`src/rtl/mux_rr_str_if.sv`:
```
// mux_rr_str_if: handshake bundle for the mux_rr_str channel selector.
// Signals:
//   mode      - 0 = explicit select, 1 = round-robin arbitration
//   sel       - channel index used in explicit-select mode
//   in_data   - packed channel data, channel i at [i*WIDTH +: WIDTH]
//   in_valid  - per-channel data valid
//   in_ready  - per-channel accept strobe (combinational from the mux)
//   out_data  - registered selected word
//   out_ch    - registered index of the channel that supplied out_data
//   out_valid - out_data/out_ch hold a valid word
//   out_ready - downstream accepts the word
// Modports: master drives the upstream/downstream side, slave is the mux.
interface mux_rr_str_if #(
  parameter int unsigned WIDTH = 4,
  parameter int unsigned CH    = 4,
  parameter int unsigned SELW  = 2
);
  logic                  mode;
  logic [SELW-1:0]       sel;
  logic [CH*WIDTH-1:0]   in_data;
  logic [CH-1:0]         in_valid;
  logic [CH-1:0]         in_ready;
  logic [WIDTH-1:0]      out_data;
  logic [SELW-1:0]       out_ch;
  logic                  out_valid;
  logic                  out_ready;

  modport master (
    output mode, sel, in_data, in_valid, out_ready,
    input  in_ready, out_data, out_ch, out_valid
  );

  modport slave (
    input  mode, sel, in_data, in_valid, out_ready,
    output in_ready, out_data, out_ch, out_valid
  );
endinterface

```
`src/rtl/mux_rr_str.sv`:
```
// mux_rr_str: CH-way channel multiplexer with a single registered output
// stage. Channel choice is either an explicit index (mode=0) or a
// round-robin arbiter starting at pointer ptr (mode=1).
// Ports:
//   clk - clock, rising edge
//   rst - synchronous active-high reset
//   bus - mux_rr_str_if.slave (mode, sel, in_*, out_*)
// SELW must equal log2(CH); CH must be a power of two.
module mux_rr_str #(
  parameter int unsigned WIDTH = 4,
  parameter int unsigned CH    = 4,
  parameter int unsigned SELW  = 2
) (
  input  logic          clk,
  input  logic          rst,
  mux_rr_str_if.slave   bus
);

  logic [WIDTH-1:0] w_ch_data [CH];
  logic [SELW-1:0]  r_ptr;
  logic [WIDTH-1:0] r_out_data;
  logic [SELW-1:0]  r_out_ch;
  logic             r_out_valid;

  logic             w_load;
  logic             w_rr_vld;
  logic [SELW-1:0]  w_rr_idx;
  logic             w_grant_vld;
  logic [SELW-1:0]  w_grant_idx;
  logic [CH-1:0]    w_in_ready;
  logic             w_xfer;

  // Unpack the channel bus into an indexable array
  always_comb begin
    for (int unsigned i = 0; i < CH; i++) begin
      w_ch_data[i] = bus.in_data[i*WIDTH +: WIDTH];
    end
  end

  // Output register can take a new word when empty or being drained
  assign w_load = ~r_out_valid | bus.out_ready;

  // Round-robin search: first requester at ptr, ptr+1, ... (SELW-bit add wraps mod CH)
  always_comb begin
    logic [SELW-1:0] v_cand;
    v_cand   = '0;
    w_rr_vld = 1'b0;
    w_rr_idx = r_ptr;
    for (int unsigned k = 0; k < CH; k++) begin
      v_cand = r_ptr + SELW'(k);
      if (!w_rr_vld && bus.in_valid[v_cand]) begin
        w_rr_vld = 1'b1;
        w_rr_idx = v_cand;
      end
    end
  end

  // Grant selection; mode and sel act on the current cycle with no flush
  always_comb begin
    w_grant_vld = 1'b0;
    w_grant_idx = bus.sel;
    if (bus.mode) begin
      w_grant_vld = w_rr_vld;
      w_grant_idx = w_rr_idx;
    end else begin
      w_grant_vld = bus.in_valid[bus.sel];
      w_grant_idx = bus.sel;
    end
  end

  // A transfer happens only when out of reset, the register can load and a grant exists
  assign w_xfer = ~rst & w_load & w_grant_vld;

  // One-hot accept strobe towards the granted channel
  always_comb begin
    w_in_ready = '0;
    if (w_xfer) begin
      w_in_ready[w_grant_idx] = 1'b1;
    end
  end

  // Output stage and round-robin pointer; reset wins over any transfer
  always_ff @(posedge clk) begin
    if (rst) begin
      r_out_valid <= 1'b0;
      r_out_data  <= '0;
      r_out_ch    <= '0;
      r_ptr       <= '0;
    end else if (w_load) begin
      if (w_grant_vld) begin
        r_out_valid <= 1'b1;
        r_out_data  <= w_ch_data[w_grant_idx];
        r_out_ch    <= w_grant_idx;
        if (bus.mode) begin
          r_ptr <= w_grant_idx + SELW'(1);
        end
      end else begin
        // Nothing granted: drop valid but keep the stale payload
        r_out_valid <= 1'b0;
      end
    end
  end

  assign bus.in_ready  = w_in_ready;
  assign bus.out_data  = r_out_data;
  assign bus.out_ch    = r_out_ch;
  assign bus.out_valid = r_out_valid;

endmodule

```
`src/flat_wrapper.sv`:
```
// flat-port wrapper written by rule: the top's interface ports become plain ports
module mux_rr_str_flat 
#(
  parameter int unsigned WIDTH = 4,
  parameter int unsigned CH    = 4,
  parameter int unsigned SELW  = 2
)
  (clk, rst, bus_mode, bus_sel, bus_in_data, bus_in_valid, bus_out_ready, bus_in_ready, bus_out_data, bus_out_ch, bus_out_valid);
  mux_rr_str_if #(.WIDTH(WIDTH), .CH(CH), .SELW(SELW)) bus_i ();
  input  logic clk;
  input  logic rst;
  input wire logic [$bits(bus_i.mode)-1:0] bus_mode;
  input wire logic [$bits(bus_i.sel)-1:0] bus_sel;
  input wire logic [$bits(bus_i.in_data)-1:0] bus_in_data;
  input wire logic [$bits(bus_i.in_valid)-1:0] bus_in_valid;
  input wire logic [$bits(bus_i.out_ready)-1:0] bus_out_ready;
  output wire logic [$bits(bus_i.in_ready)-1:0] bus_in_ready;
  output wire logic [$bits(bus_i.out_data)-1:0] bus_out_data;
  output wire logic [$bits(bus_i.out_ch)-1:0] bus_out_ch;
  output wire logic [$bits(bus_i.out_valid)-1:0] bus_out_valid;
  assign bus_i.mode = bus_mode;
  assign bus_i.sel = bus_sel;
  assign bus_i.in_data = bus_in_data;
  assign bus_i.in_valid = bus_in_valid;
  assign bus_i.out_ready = bus_out_ready;
  assign bus_in_ready = bus_i.in_ready;
  assign bus_out_data = bus_i.out_data;
  assign bus_out_ch = bus_i.out_ch;
  assign bus_out_valid = bus_i.out_valid;
  mux_rr_str #(.WIDTH(WIDTH), .CH(CH), .SELW(SELW)) u_core (.clk(clk), .rst(rst), .bus(bus_i));
endmodule
```
`config.mk`:
```
export PLATFORM = sky130hd
export DESIGN_NAME = mux_rr_str_flat
export DESIGN_NICKNAME = d
export VERILOG_FILES = /design/src/rtl/mux_rr_str_if.sv /design/src/rtl/mux_rr_str.sv /design/src/flat_wrapper.sv
export SDC_FILE = /design/constraint.sdc
export NUM_CORES = 1
export LEC_CHECK = 0
export CAP_MARGIN = 25
export CORE_MARGIN = 3
export CORE_UTILIZATION = 35
export CTS_CLUSTER_SIZE = 30
export DETAILED_ROUTE_END_ITERATION = 12
export GPL_TIMING_DRIVEN = 0
export PLACE_DENSITY = 0.79
export SLEW_MARGIN = 20
export SYNTH_ARGS = -nofsm -noshare
export SYNTH_HDL_FRONTEND = slang
export SYNTH_SLANG_ARGS = --single-unit
```
`constraint.sdc`:
```
create_clock -name clk -period 3.75 [get_ports clk]
set_input_delay 0.375 -clock clk [delete_from_list [all_inputs] [get_ports clk]]
set_output_delay 0.375 -clock clk [all_outputs]
set_load 0.01 [all_outputs]
```
== Word level (Yosys, flattened, before mapping) ==
Index checks and enable logic that the tools add are counted.
Word-level totals
  bits in registers: 9
  input port bits: 26
  output and inout bits: 11
  logic and storage cells: 57
Cells by class
  $add $sub $neg: 4
  order comparisons: 8
  mux-type cells: 26
  bitwise logic cells: 6
  reductions and logical operators: 9
Operator list (count)
  $lt 2x3->1 const B: 6
  $mux 1: 12
  $mux 4: 3
  $bmux 1 s2: 5
  $bmux 4 s2: 1
  $mux 2: 4
  $add 2x1->2 const B: 2
  $add 2x2->2 const B: 2
  $logic_and 1x1->1: 4
  $ge 3x3->1 const B: 1
  $logic_not 1->1: 3
  $not 2->3: 1
  $reduce_and 3->1: 1
  $and 1x1->1: 2
  $demux 1 s2: 1
  $ge 2x1->1 const B: 1
  $not 1->1: 2
  $reduce_and 2->1: 1
  $or 1x1->1: 1

== Longest topological paths before layout ==
Gate-level depths: netlist of the first run.
  depth after elaboration: 18
  gate-level depth with buffers: 7

== Worst setup path before layout of the first run ==
Ideal clock, no wire load.
  kind: input -> output
  from: in bus_sel[0]
  to: out bus_in_ready[0]
  data arrival time: 1.724 ns
  required time: 3.375 ns
  slack: 1.651 ns
  stages on the path: 7
  path buffers: 2
  path through: mux4_1 > mux2i_1 > nand2b_1 > buf_6 > or3b_1 > buf_6 > nor2_1
On the way
  longest elaborated chain between the ends: 6
RTL lines
  start: declaration: line flat_wrapper.sv:13  | input wire logic [$bits(bus_i.sel)-1:0] bus_sel;
  $mux 2: line mux_rr_str.sv:62  | if (bus.mode) begin
  $lt 2x3->1 (not written as such) / $ge 2x1->1 (equally long branches): line mux_rr_str.sv:78  | w_in_ready[w_grant_idx] = 1'b1;
  $logic_and 1x1->1 (not written as such): line mux_rr_str.sv:78
  $mux 1 (not written as such): line mux_rr_str.sv:78
  $demux 1 s2
  $mux 4 (*): line mux_rr_str.sv:77  | if (w_xfer) begin
  end: declaration: line flat_wrapper.sv:17  | output wire logic [$bits(bus_i.in_ready)-1:0] bus_in_ready;
Mark *: on every way between the ends. The rest lies on a longest branch, timed or not. The select of a mux whose other input is x is not followed.

== Final worst setup path of the first run ==
  from: in bus_in_valid[1]
  to: out bus_in_ready[0]
On the way
  longest elaborated chain between the ends: 18
RTL lines
  start: declaration: line flat_wrapper.sv:15  | input wire logic [$bits(bus_i.in_valid)-1:0] bus_in_valid;
  $bmux 1 s2: line mux_rr_str.sv:51  | if (!w_rr_vld && bus.in_valid[v_cand]) begin
  $mux 1 (not written as such): line mux_rr_str.sv:51
  $mux 1: line mux_rr_str.sv:51
  $logic_not 1->1: line mux_rr_str.sv:51
  $logic_and 1x1->1: line mux_rr_str.sv:51
  $mux 1: line mux_rr_str.sv:51
  $logic_not 1->1: line mux_rr_str.sv:51
  $logic_and 1x1->1: line mux_rr_str.sv:51
  [2 not listed]
  $logic_and 1x1->1: line mux_rr_str.sv:51
  $mux 2: line mux_rr_str.sv:51
  $mux 2: line mux_rr_str.sv:62
  $lt 2x3->1 (not written as such) / $ge 2x1->1 (equally long branches): line mux_rr_str.sv:78
  $logic_and 1x1->1 (not written as such): line mux_rr_str.sv:78
  $mux 1 (not written as such): line mux_rr_str.sv:78
  $demux 1 s2
  $mux 4 (*): line mux_rr_str.sv:77
Marks and branches as above.

==> results of run 1 <==
## worst paths after layout
kind	from	end	depth (start not counted)
setup / recovery	bus_in_valid[1]	bus_in_ready[0]	9
hold / removal	u_core.bus.out_ch[0]	u_core.bus.out_ch[0]	2
setup reg to reg	u_core.r_ptr[1]	u_core.bus.out_data[3]	6
hold reg to reg	u_core.bus.out_ch[0]	u_core.bus.out_ch[0]	2
## logic make-up after synthesis
kind of cell,after synthesis,share of synthesized area [%]
and+or+nand+nor,30,25.23
AOI/OAI and AO/OA,17,23.57
muxes,10,17.13
DFF,9,26.52
buffers and inverters,7,6.260
xor gates and xnor gates,1,1.289
## power by group through the flow
stage	Clock [mW]	Sequential (mW)	Combinational, mW
after floorplan	0	0.120	0.0658
after global placement	0	0.116	0.129
after detailed placement	0	0.117	0.132
after CTS	0.0821	0.114	0.133
after global routing	0.0894	0.116	0.142
final	0.0804	0.114	0.132
## cell type report
| type | count | share of cell area, % |
|---|---|---|
| multi-input combinational | 58 | 41.62 |
| timing repair buffer | 36 | 32.84 |
| sequential | 9 | 16.42 |
| buffer | 5 | 3.193 |
| tap | 25 | 2.851 |
| clock buffer | 4 | 2.395 |
| inverter | 2 | 0.6842 |
## registers in the layout (all words and copies together) (netlist names)
name                  flops
u_core.bus.out_data       4
u_core.r_ptr              2
u_core.bus.out_ch         2
u_core.bus.out_valid      1
## stage by stage
step / instance area (um2) / hold slack [ns]
2_1_floorplan: 679.4 / 0.4805
3_3_place_gp: 1071 / 0.4428
3_5_place_dp: 1071 / 0.4556
4_1_cts: 1097 / 0.4651
5_1_grt: 1097 / 0.4903
6_report: 1097 / 0.4610
## routing by layer
layer	share of wire, %	routed length (um)	vias up	track usage, %
li1	-	-	353	-
met1	42	774	345	19.23
met2	53	979	20	28.48
met3	4.3	80	3	3.625
met4	1.2	23	0	5.530
met5	0	0	-	0
## synth_stat cells, drive strengths merged, types with 2 or more instances
cell type | instances | area (um2)
nor2 | 9 | 33.78
mux2i | 9 | 90.09
a21o | 2 | 15.01
nor2b | 5 | 31.28
nand2b | 4 | 25.02
dfxtp | 9 | 180.2
inv | 2 | 7.510
buf | 4 | 31.27
o21ai | 2 | 10.00
nand3b | 4 | 30.03
a21oi | 2 | 10.01
a211oi | 2 | 15.01
o221ai | 4 | 60.06
## worst register-to-register path, delay by kind of cell, from the launching register on
kind / cells / cell delay, ns
DFF: 1 / 0.43
AOI/OAI and AO/OA: 4 / 0.83
buffers and inverters: 1 / 0.28
muxes: 1 / 0.27
==> tab_implementation.tex, run 1 <==
\begin{tabular}{lr}
\hline
Metric & Value \\
\hline
\multicolumn{2}{l}{\textbf{Layout}} \\
Final design utilization & 61.54\% \\
Commonest cells after routing, fill and taps aside & 36 x sky130\_fd\_sc\_hd\_\_clkdlybuf4s50\_1, 9 x sky130\_fd\_sc\_hd\_\_nor2\_1, 9 x sky130\_fd\_sc\_hd\_\_mux2i\_1, 9 x sky130\_fd\_sc\_hd\_\_dfxtp\_1, 5 x sky130\_fd\_sc\_hd\_\_nor2b\_1 \\
Area occupied by multi-input gates & between 400 and 500 um2 \\
Number of diodes & 0 \\
Share of post-route cells with drive strength above 1 & 11.40\% \\
Sequential cell area & 180.2 um2 \\
Final cell count without fillers & between 100 and 150 \\
Synth-to-layout area growth & 61.51\% \\
Final \#Nets & 141 \\
FILL cells & 163 \\
Commonest non-fill, non-tap cell in the layout & sky130\_fd\_sc\_hd\_\_clkdlybuf4s50\_1 \\
\multicolumn{2}{l}{\textbf{Logic synthesis}} \\
Post-synth net total & 100 \\
Yosys warning total & 0 \\
Syn Area/Cell & 9.181 um2 \\
Flip-flop and latch count after synthesis & 9 \\
Register area share after synthesis & 26.52\% \\
EDFF count, synth & 0 \\
Number of cells produced by synthesis & 74 \\
Combined area of all synthesized cells & 679.4 um2 \\
Top flip-flop cell by instance count after synthesis & sky130\_fd\_sc\_hd\_\_dfxtp\_1 \\
Number of distinct library cell variants in the gate-level netlist after synthesis & 32 \\
Proportion of register bits with asynchronous set or reset after synthesis & 0\% \\
\multicolumn{2}{l}{\textbf{Worst setup path}} \\
Critical path buffers and inverters & 4 \\
CP max FO & 10 \\
Worst-path cell chain & clkdlybuf4s50\_1 > mux4\_1 > mux2i\_1 > nand2b\_1 > buf\_6 > or3b\_1 > buf\_6 > nor2\_1 > clkdlybuf4s50\_1 \\
CP startpoint kind & input port \\
Critical path required time & 3.38 ns \\
Arrival time of the worst setup path & between 2 and 3 ns \\
Element type at the critical path end & output port \\
Slowest cell on the critical path & sky130\_fd\_sc\_hd\_\_clkdlybuf4s50\_1 \\
Critical Setup Path Class & in -> out \\
Worst path top cell family by delay & buffers and inverters \\
Stage delay of the slowest cell on the critical path & a little under 0.6 ns \\
Worst R2R Setup Slack & 1.81 ns \\
\multicolumn{2}{l}{\textbf{Min path}} \\
Class of the tightest hold or removal check & reg -> reg \\
\multicolumn{2}{l}{\textbf{Drt}} \\
Antenna violation net count after detailed routing & 0 \\
Post-route DRC violation count & 0 \\
Routed length per placed instance & 13.36 um \\
Drt total wl & 1857 um \\
Average vias per placed instance & between 5 and 6 \\
Via count & 721 \\
Iteration count of the initial detailed-routing pass & 6 \\
Initial drt markers & 5 \\
\multicolumn{2}{l}{\textbf{Placement}} \\
Number of port buffers & 36 \\
Last weighted congestion value of the routability-driven placer & 0.7949 \\
Pre-CTS WS & 0.5574 ns \\
Post-DP HPWL & 1477 um \\
Instance count after placement with tap cells included & 135 \\
\multicolumn{2}{l}{\textbf{Power}} \\
Net switching power & between 0.1 and 0.15 mW \\
Part of the power in combinational logic & roughly two fifths \\
Total power per unit cell area & between 200 and 300 nW/um2 \\
Clock share of power & 24.6\% \\
Static leakage & 0.4183 nW \\
Worst IR Drop VDD & around 0.2 mV \\
Internal & 0.2260 mW \\
Overall power after layout & between 0.3 and 0.4 mW \\
Switching Share & 30.75\% \\
Seq pwr share & 35.1\% \\
\multicolumn{2}{l}{\textbf{Clock tree}} \\
Sink Count & 9 \\
Clock latency reported for the late side of the worst-skew pair & 0.27 ns \\
Clock tree from TritonCTS & done \\
Setup fix buffers added after clock tree synthesis & 0 \\
Root buffer selected by CTS & sky130\_fd\_sc\_hd\_\_clkbuf\_4 \\
H-tree depth & 1 \\
Number of hold buffers added after CTS & 0 \\
Clock tree buffer depth & 2 \\
Clk pin slew, worst setup/hold paths & roughly 0.07 ns \\
TritonCTS buffer count & 3 \\
Total of cells resized after clock tree synthesis & 0 \\
\multicolumn{2}{l}{\textbf{Timing}} \\
Ratio of final minimum period to clock period & between 80\% and 90\% \\
Final hold violation count & 0 \\
Setup TNS Final & 0 ns \\
Transition time at the pin with the least slew margin & around 0.6 ns \\
Tmin final & 3.182 ns \\
Highest clock frequency the design can meet & 314.3 MHz \\
Number of endpoints failing setup at the final stage & 0 \\
Count of pins over their slew limit & 0 \\
Worst Skew & 0.001305 ns \\
Min setup slack post-route & between 0.5 and 0.6 ns \\
RSZ-0062 raised after global routing & false \\
Slew Limit Headroom & 59.88\% \\
\multicolumn{2}{l}{\textbf{GRT}} \\
Vias in the first global route & 687 \\
Overflow left after global routing & 0 \\
Maximum number of pins on one net before global-route repair & 11 \\
GR Util All Layers & 16.29\% \\
Initial antenna violation count & 0 \\
Global-route wire length before repair & 3125 um \\
\multicolumn{2}{l}{\textbf{Floorplanning}} \\
Std cell rows & 15 \\
Area enclosed by the die boundary & 2506 um2 \\
Io pins & 37 \\
Core region area & 1783 um2 \\
X dimension of the die & 50.06 um \\
Die height & 50.06 um \\
Starting density of the core & 38.11\% \\
\multicolumn{2}{l}{\textbf{Flow run}} \\
Count of max-cap constraint violations & 0 \\
\multicolumn{2}{l}{\textbf{Run status}} \\
Status & finished clean \\
\hline
\end{tabular}
Power figures use the tool's default switching activity.
==> inputs of run 2 (changes only) <==
--- a/config.mk
+++ b/config.mk
@@ -6,12 +6,13 @@
 export NUM_CORES = 1
 export LEC_CHECK = 0
 export CAP_MARGIN = 25
+export CORE_ASPECT_RATIO = 1.5
 export CORE_MARGIN = 3
-export CORE_UTILIZATION = 35
+export CORE_UTILIZATION = 34
 export CTS_CLUSTER_SIZE = 30
 export DETAILED_ROUTE_END_ITERATION = 12
 export GPL_TIMING_DRIVEN = 0
-export PLACE_DENSITY = 0.79
+export PLACE_DENSITY = 0.8
 export SLEW_MARGIN = 20
 export SYNTH_ARGS = -nofsm -noshare
 export SYNTH_HDL_FRONTEND = slang
==> constraint.sdc (replaced) <==
create_clock -name clk -period 2.63 [get_ports clk]
set_input_delay 0.263 -clock clk [delete_from_list [all_inputs] [get_ports clk]]
set_output_delay 0.263 -clock clk [all_outputs]
set_load 0.01 [all_outputs]
==> tab_implementation.tex, run 2 (same netlist as run 1, synthesis figures left out) <==
\begin{tabular}{lr}
\hline
Metric & Value \\
\hline
\multicolumn{2}{l}{\textbf{Run status}} \\
Status & finished clean \\
\multicolumn{2}{l}{\textbf{Placement}} \\
Instance count after placement with tap cells included & 131 (-3.0\%) \\
Last weighted congestion value of the routability-driven placer & 0.8077 (+1.6\%) \\
Number of port buffers & 36 (unchanged) \\
Placed cell areas & 1066 um2 (-0.47\%) \\
\multicolumn{2}{l}{\textbf{Timing}} \\
Highest clock frequency the design can meet & 407.1 MHz \\
Slew Limit Headroom & 59.77\% (-0.12 points) \\
Count of pins over their slew limit & 0 (unchanged) \\
Final hold violation count & 0 (unchanged) \\
Worst Skew & 0.001568 ns (+0.0002634 ns) \\
Ratio of final minimum period to clock period & a little over 90\% \\
Setup TNS Final & 0 ns (unchanged) \\
Tmin final & 2.456 ns \\
Transition time at the pin with the least slew margin & 0.6035 ns (+0.001740 ns) \\
RSZ-0062 raised after global routing & false \\
Number of endpoints failing setup at the final stage & 0 (unchanged) \\
Hold slack & 0.4705 ns (+0.009439 ns) \\
\multicolumn{2}{l}{\textbf{Layout}} \\
Final \#Nets & 142 (+0.71\%) \\
Sequential cell area & 180.2 um2 (unchanged) \\
Final cell count without fillers & 136 (-2.2\%) \\
Post-route standard cell area excluding fillers & 1124 um2 (+2.4\%) \\
Number of flip-flops under the largest register name & 4 (unchanged) \\
Commonest cells after routing, fill and taps aside & 26 x sky130\_fd\_sc\_hd\_\_clkdlybuf4s50\_1, 9 x sky130\_fd\_sc\_hd\_\_nor2\_1, 9 x sky130\_fd\_sc\_hd\_\_dfxtp\_1 \\
Synth-to-layout area growth & 65.38\% \\
Number of diodes & 0 (unchanged) \\
Area occupied by multi-input gates & 476.7 um2 (+4.4\%) \\
Share of post-route cells with drive strength above 1 & 15.65\% (+4.2 points) \\
FILL cells & 166 (+1.8\%) \\
Commonest non-fill, non-tap cell in the layout & sky130\_fd\_sc\_hd\_\_clkdlybuf4s50\_1 \\
\multicolumn{2}{l}{\textbf{Drt}} \\
Iteration count of the initial detailed-routing pass & 4 (-2) \\
Average vias per placed instance & 5.243 (+1.1\%) \\
Routed length per placed instance & 13.35 um (-0.11\%) \\
Post-route DRC violation count & 0 (unchanged) \\
Antenna violation net count after detailed routing & 0 (unchanged) \\
Initial drt markers & 11 (+6) \\
Via count & 713 (-1.1\%) \\
Drt total wl & 1815 um (-2.3\%) \\
\multicolumn{2}{l}{\textbf{Power}} \\
Overall power after layout & 0.4662 mW (+43\%) \\
Total power per unit cell area & 415.0 nW/um2 (+40\%) \\
Worst IR Drop VDD & 0.2984 mV (+51\%) \\
Static leakage & 0.4688 nW (+12\%) \\
\multicolumn{2}{l}{\textbf{Floorplanning}} \\
Starting density of the core & 36.64\% (-1.5 points) \\
Die height & 60.75 um (+21\%) \\
Core region area & 1854 um2 (+4.0\%) \\
X dimension of the die & 42.50 um (-15\%) \\
Area enclosed by the die boundary & 2582 um2 (+3.0\%) \\
Io pins & 37 (unchanged) \\
Std cell rows & 19 (+4) \\
\multicolumn{2}{l}{\textbf{Worst setup path}} \\
Arrival time of the worst setup path & 2.19 ns (-0.62 ns) \\
CP max FO & 10 (unchanged) \\
Critical path required time & 2.37 ns (-1.01 ns) \\
CP startpoint kind & input port \\
Critical Setup Path Class & in -> out \\
Reg2reg path depth & 6 (unchanged) \\
Element type at the critical path end & output port \\
\multicolumn{2}{l}{\textbf{GRT}} \\
Global-route wire length before repair & 3263 um (+4.4\%) \\
Maximum number of pins on one net before global-route repair & 11 (unchanged) \\
Initial antenna violation count & 0 (unchanged) \\
Overflow left after global routing & 0 (unchanged) \\
GR Util All Layers & 16.32\% (+0.027 points) \\
Vias in the first global route & 770 (+12\%) \\
\multicolumn{2}{l}{\textbf{Min path}} \\
Hold path cells & 2 (unchanged) \\
Class of the tightest hold or removal check & reg -> reg \\
\multicolumn{2}{l}{\textbf{Clock tree}} \\
Root buffer selected by CTS & sky130\_fd\_sc\_hd\_\_clkbuf\_4 \\
Sink Count & 9 (unchanged) \\
Clock latency reported for the late side of the worst-skew pair & 0.26 ns (about the same) \\
Clk pin slew, worst setup/hold paths & 0.06 ns (about the same) \\
Clock tree buffer depth & 2 (unchanged) \\
H-tree depth & 1 (unchanged) \\
Clock tree from TritonCTS & done \\
Number of hold buffers added after CTS & 0 (unchanged) \\
TritonCTS buffer count & 3 (unchanged) \\
\multicolumn{2}{l}{\textbf{Flow run}} \\
Count of max-cap constraint violations & 0 (unchanged) \\
\hline
\end{tabular}
==> run 2: stage by stage <==
step	util (%)	setup slack, ns
global route	60.59	0.07354
finish	60.59	0.1735
floorplan	-	0.7548
detailed placement	57.49	-0.3263
global placement	57.49	-0.3277
CTS	58.97	0.005876
==> run 2: final cells by class <==
class,count,area share (%)
timing repair buffer,37,32.85
inverter,2,0.6682
tap,21,2.339
multi-input combinational,58,42.43
sequential,9,16.04
buffer,5,3.341
clock buffer,4,2.339
==> run 2: critical path: stages <==
cell and delay, ns:
sky130_fd_sc_hd__clkdlybuf4s50_1 0.48, sky130_fd_sc_hd__mux4_2 0.22, sky130_fd_sc_hd__mux2i_4 0.07, sky130_fd_sc_hd__nand2b_4 0.15, sky130_fd_sc_hd__buf_6 0.13, sky130_fd_sc_hd__or3b_1 0.38, sky130_fd_sc_hd__buf_6 0.15, sky130_fd_sc_hd__nor2_1 0.08
sky130_fd_sc_hd__dlygate4sd2_1 0.27
==> run 2: metal layers <==
metal	share of wire [%]	GRT usage, %	up-vias
li1	-	-	355
met1	38	17.00	326
met2	53	31.15	27
met3	7.2	3.858	5
met4	1.9	6.667	0
met5	0	0	-
==> run 2: final timing paths <==
check	from	end	slack, ns
max reg2reg	u_core.r_ptr[1]	u_core.bus.out_data[0]	0.69
min reg2reg	u_core.bus.out_ch[0]	u_core.bus.out_ch[0]	0.47
min	u_core.bus.out_ch[0]	u_core.bus.out_ch[0]	0.47
max	bus_sel[1]	bus_in_ready[2]	0.17
==> run 2: timing repair <==
action,in CTS,in global routing
gates resized for setup,10,8
buffers inserted,1,0
setup endpoints to repair,4,4
==> run 2: report_power, final <==
group	internal, mW	leakage (nW)	switching [mW]
clock network	0.0587	0.0150	0.0523
logic	0.113	0.379	0.0793
registers	0.152	0.0746	0.0102
==> inputs of run 3 (changes only) <==
--- a/config.mk
+++ b/config.mk
@@ -5,7 +5,6 @@
 export SDC_FILE = /design/constraint.sdc
 export NUM_CORES = 1
 export LEC_CHECK = 0
-export CAP_MARGIN = 25
 export CORE_ASPECT_RATIO = 1.5
 export CORE_MARGIN = 3
 export CORE_UTILIZATION = 34
==> results of run 3 <==
The final DEF is identical to that of run 2; final timing and power are the same.
==> RTL change 1: new RTL, config.mk and constraints of run 1 <==
`WIDTH` is set to 4 in 3 places; all go to 5.
--- a/src/rtl/mux_rr_str_if.sv
+++ b/src/rtl/mux_rr_str_if.sv
@@ -12,5 +12,5 @@
 // Modports: master drives the upstream/downstream side, slave is the mux.
 interface mux_rr_str_if #(
-  parameter int unsigned WIDTH = 4,
+  parameter int unsigned WIDTH = 5,
   parameter int unsigned CH    = 4,
   parameter int unsigned SELW  = 2
--- a/src/rtl/mux_rr_str.sv
+++ b/src/rtl/mux_rr_str.sv
@@ -8,5 +8,5 @@
 // SELW must equal log2(CH); CH must be a power of two.
 module mux_rr_str #(
-  parameter int unsigned WIDTH = 4,
+  parameter int unsigned WIDTH = 5,
   parameter int unsigned CH    = 4,
   parameter int unsigned SELW  = 2
--- a/src/flat_wrapper.sv
+++ b/src/flat_wrapper.sv
@@ -2,5 +2,5 @@
 module mux_rr_str_flat 
 #(
-  parameter int unsigned WIDTH = 4,
+  parameter int unsigned WIDTH = 5,
   parameter int unsigned CH    = 4,
   parameter int unsigned SELW  = 2
Ports: changed (resized bus_in_data and bus_out_data); port bits go from 37 to 42. The function was not compared with the original's and may differ.
==> RTL change 1 against run 1 <==
Setup slack improved by 66 ps. Synthesized cell count up 6.8%. Sequential cell count rose by 1. Cell area up 12%. Area after synthesis rose by 12%. Total power rose by 15%. Via count grew 11%. Largest power group unchanged. Die area grew 10%. Wire length grew 14%. Critical path depth is 2 lower. Core utilization down 0.17 points.
==> RTL change 1: results (changes against run 1) <==
INFO  logic_synthesis netlist_instances=79 [+6.8%]
INFO  logic_synthesis ys_top_cells_by_area=sky130_fd_sc_hd__dfxtp_1 26%, sky130_fd_sc_hd__mux2i_1 16%, sky130_fd_sc_hd__o221ai_1 5.8%
INFO  final_layout   largest_reg_flops=5 [+1]
INFO  grt            global_route.usage.total=0.172 [+0.00947]
INFO  drt            wirelength_met1=845µm [+9.2%]
INFO  logic_synthesis synth_cell_types=33 [+3.1%]
INFO  logic_synthesis synth.top_cells.by_count=12 x sky130_fd_sc_hd__mux2i_1, 10 x sky130_fd_sc_hd__dfxtp_1, 9 x sky130_fd_sc_hd__nor2_1, 5 x sky130_fd_sc_hd__nand3b_1, 5 x sky130_fd_sc_hd__o221ai_1
INFO  drt            drt_iter0_drc=19 [+14]
INFO  final_layout   fill_cell_count=180 [+10%]
INFO  drt            wl_met3=288µm [+260%]
INFO  grt            grt_pass1_wl=3410µm [+9.1%]
INFO  min_path       worstHoldPathType=in -> reg
INFO  power          leakage=0.482nW [+15%]
INFO  drt            vias_per_cell=5.35 [+3.2%]
INFO  status         status=finished clean
INFO  critical_path  r2r.worst_path.cells=5 [-1]
INFO  place          post-place-ws=635ps [+77.8 ps]
INFO  grt            grt_pass1_vias=815 [+19%]
INFO  drt            wl=2110µm [+14%]
INFO  drt            wl_per_cell=14.1µm [+5.5%]
INFO  sta            max_slew.worst_pin.slew=414ps [-188 ps]
INFO  drt            drt_first_pass_iters=4 [-2]
INFO  critical_path  worstPathArrival=2740ps [-70 ps]
INFO  power          power.ir.vdd_worst=0.208mV [+5.2%]
INFO  place          hpwlAfterDp=1670µm [+13%]
INFO  logic_synthesis synth.net_count=109 [+9.0%]
INFO  final_layout   post_route_cells_drive_above_1_share=0.106 [-0.00834]
INFO  place          gp_routability_congestion=0.720 [-9.4%]
## RTL change 1: cell types whose count changed after synthesis, moves of 2 or more
| cell | run 1 | this run |
|---|---|---|
| sky130_fd_sc_hd__o21bai_1 | 0 | 2 |
| sky130_fd_sc_hd__o221ai_1 | 0 | 5 |
| sky130_fd_sc_hd__nand2b_1 | 4 | 1 |
| sky130_fd_sc_hd__mux2i_1 | 9 | 12 |
| sky130_fd_sc_hd__a21o_1 | 2 | 0 |
| sky130_fd_sc_hd__a211oi_1 | 2 | 0 |
| sky130_fd_sc_hd__o221ai_2 | 4 | 0 |
| sky130_fd_sc_hd__nor4_1 | 0 | 2 |
## RTL change 1: power by group through the flow
stage               logic (W)  clock network [W]  registers [W]
floorplan           0.0000728                  0       0.000133
global placement     0.000144                  0       0.000130
detailed placement   0.000147                  0       0.000129
CTS                  0.000148           0.000107       0.000127
global route         0.000158           0.000112       0.000129
finish               0.000146           0.000103       0.000127
## RTL change 1: final cells by class
| cell class | instances | share of cell area |
|---|---|---|
| inverter | 1 | 0.00305 |
| clock buffer | 4 | 0.0295 |
| multi-input combinational | 64 | 0.416 |
| tap | 27 | 0.0275 |
| sequential | 10 | 0.163 |
| timing repair buffer | 40 | 0.326 |
| buffer | 4 | 0.0346 |
## RTL change 1: routing by layer
layer / vias up / global-route usage
met5: - / 0
met4: 0 / 0.106
met3: 5 / 0.0712
met2: 47 / 0.281
met1: 358 / 0.182
li1: 393 / -
## RTL change 1: logic make-up (layout without fill, tap and decap cells)
group	Yosys count	count (layout)	synth area share
simple gates	30	30	0.239
compound gates	20	20	0.231
buf+inv	5	49	0.0611
flops	10	10	0.264
mux	13	13	0.193
xor+xnor	1	1	0.0116
## RTL change 1: worst paths after layout
check / startpoint / endpoint / slack, ps
max reg2reg: u_core.r_ptr[1]$_SDFFE_PP0P_ / u_core.bus.out_data[1]$_SDFFE_PP0P_ / 1920
min reg2reg: u_core.bus.out_ch[0]$_SDFFE_PP0P_ / u_core.bus.out_ch[0]$_SDFFE_PP0P_ / 460
min: bus_mode / u_core.bus.out_valid$_SDFFE_PP0N_ / 460
max: bus_in_valid[2] / bus_in_ready[0] / 630
## RTL change 1: worst reg2reg max path, delay by kind of cell (launching register included)
kind	cells	cell delay [ps]
compound gates	4	930
flops	1	420
simple gates	1	410
## RTL change 1: metrics by stage
stage / instance area [µm²] / hold slack, ps
2_1_floorplan: 758 / 481
3_3_place_gp: 1190 / 452
3_5_place_dp: 1190 / 456
4_1_cts: 1230 / 455
5_1_grt: 1230 / 485
6_report: 1230 / 459
==> RTL change 2: new RTL, settings of run 1 <==
Without the edit above. Reset style: asynchronous (`rst`), changed in one clocked block. Comments in the files are not updated.
--- a/src/rtl/mux_rr_str.sv
+++ b/src/rtl/mux_rr_str.sv
@@ -81,5 +81,5 @@
 
   // Output stage and round-robin pointer; reset wins over any transfer
-  always_ff @(posedge clk) begin
+  always_ff @(posedge clk or posedge rst) begin
     if (rst) begin
       r_out_valid <= 1'b0;
Behaviour: differs if rst is asserted again (counterexample within 4 cycles, from zero or initial values and one cycle with rst high); with rst held inactive, the same outputs for 10 cycles.
==> RTL change 2 against run 1 <==
Wire length increased by 19%. Cell area is 4.8% higher. Critical path type unchanged. Area after synthesis up 7.7%. Synthesized cell count unchanged. Critical endpoint is now bus_in_ready[2]. Total power grew 52%. Sequential cell count is the same. Largest power group unchanged. Setup slack gained 190 ps. Core utilization increased by 0.97 points.
==> RTL change 2: results (changes against run 1) <==
INFO  status         status=finished clean
INFO  logic_synthesis synth.top_cells.by_count=9 x sky130_fd_sc_hd__dfrtp_1, 8 x sky130_fd_sc_hd__a221oi_1, 7 x sky130_fd_sc_hd__nor2_1, 5 x sky130_fd_sc_hd__nand2b_1
INFO  clock_tree     post_cts.resized_instances=0 [unchanged]
INFO  power          power.ir.vdd_worst=0.292mV [+48%]
INFO  logic_synthesis ys_warn_count=0 [unchanged]
INFO  place          gp_routability_congestion=0.741 [-6.8%]
INFO  logic_synthesis ys_top_cells_by_area=sky130_fd_sc_hd__dfrtp_1 31%, sky130_fd_sc_hd__a221oi_1 9.6%, sky130_fd_sc_hd__mux2i_1 5.5%
INFO  grt            grt_antenna_before_repair=0 [unchanged]
INFO  logic_synthesis synth-seq-area-share=0.308 [+0.0425]
INFO  logic_synthesis synth.net_count=100 [unchanged]
INFO  min_path       worstHoldPathType=in -> async
INFO  critical_path  rrSetupSlack=1930ps [+120 ps]
INFO  logic_synthesis async_reset_ff_frac=1.00 [+1.00]
INFO  logic_synthesis synth_cell_types=34 [+6.3%]
INFO  grt            grt_pass1_wl=3600µm [+15%]
INFO  sta            final_layout_worst_hold_slack=475ps [+13.9 ps]
INFO  logic_synthesis synthFlopType=sky130_fd_sc_hd__dfrtp_1
INFO  grt            grt_pass1_vias=763 [+11%]
INFO  clock_tree     clock-root-buffer=sky130_fd_sc_hd__clkbuf_4
INFO  final_layout   post_route_cells_drive_above_1_share=0.140 [+0.0263]
INFO  final_layout   fill_cell_count=182 [+12%]
INFO  critical_path  crit_family=buffers and inverters
INFO  drt            wl_per_cell=15.8µm [+19%]
INFO  final_layout   antenna_cells=0 [unchanged]
INFO  critical_path  critPathMaxFanout=10 [unchanged]
INFO  place          hpwlAfterDp=1810µm [+22%]
INFO  critical_path  timing.critical_path.from=bus_sel[0]
INFO  critical_path  critical_path.slowest_cell=sky130_fd_sc_hd__mux4_1
INFO  clock_tree     clk_latency=260ps
INFO  sta            finClkSkew=3.19ps [+1.88 ps]
INFO  critical_path  reg2reg_from=u_core.r_ptr[1]$_DFFE_PP0P_
INFO  critical_path  worst_stage_delay_on_the_critical_path=550ps [-30 ps]
INFO  grt            grt_max_degree=12 [+1]
INFO  critical_path  r2r_end=u_core.r_ptr[1]$_DFFE_PP0P_
INFO  drt            drt_iter0_drc=10 [+5]
INFO  sta            slew_headroom=0.715 [+0.116]
INFO  grt            global_route.usage.total=0.181 [+0.0179]
INFO  drt            drt_first_pass_iters=4 [-2]
INFO  critical_path  r2r.worst_path.cells=5 [-1]
INFO  drt            vias_per_cell=5.42 [+4.6%]
INFO  power          leakage=0.460nW [+10%]
INFO  critical_path  crit_end=bus_in_ready[2]
[RTL change 2: through the flow]
stage               std cells  total power [W]  utilization  cell area [µm²]  setup WS [ps]
global placement          135         0.000418        0.611             1120            744
finish                    139         0.000495        0.625             1150            756
detailed placement        135         0.000425        0.611             1120            739
global route              139         0.000532        0.625             1150            645
CTS                       139         0.000501        0.625             1150            739
floorplan                  74         0.000313            -              732           1810
[RTL change 2: where the power goes]
| group | internal [W] | switching, W | leakage [nW] |
|---|---|---|---|
| logic | 0.000154 | 0.000110 | 0.343 |
| clock network | 0.0000409 | 0.0000324 | 0.0150 |
| registers | 0.000130 | 0.0000273 | 0.102 |
[RTL change 2: area by class of cell]
| cell class | count | area share |
|---|---|---|
| multi-input combinational | 60 | 0.411 |
| tap | 25 | 0.0272 |
| inverter | 2 | 0.00653 |
| clock buffer | 4 | 0.0229 |
| timing repair buffer | 36 | 0.313 |
| sequential | 9 | 0.196 |
| buffer | 3 | 0.0229 |
[RTL change 2: logic make-up (layout without fill, tap and decap cells)]
group                  count (synthesis)  after routing  synth area share
flip-flops                             9              9             0.308
AO/OA/AOI/OAI                         19             19             0.241
buffers and inverters                  5             45            0.0462
multiplexers                           7              7             0.121
XOR/XNOR                               1              1            0.0120
AND/OR/NAND/NOR                       33             33             0.272
[RTL change 2: layer usage]
metal / track usage / part of all wire
met5: 0 / 0
met4: 0.0524 / 0.021
met3: 0.0716 / 0.084
met2: 0.305 / 0.50
met1: 0.210 / 0.40
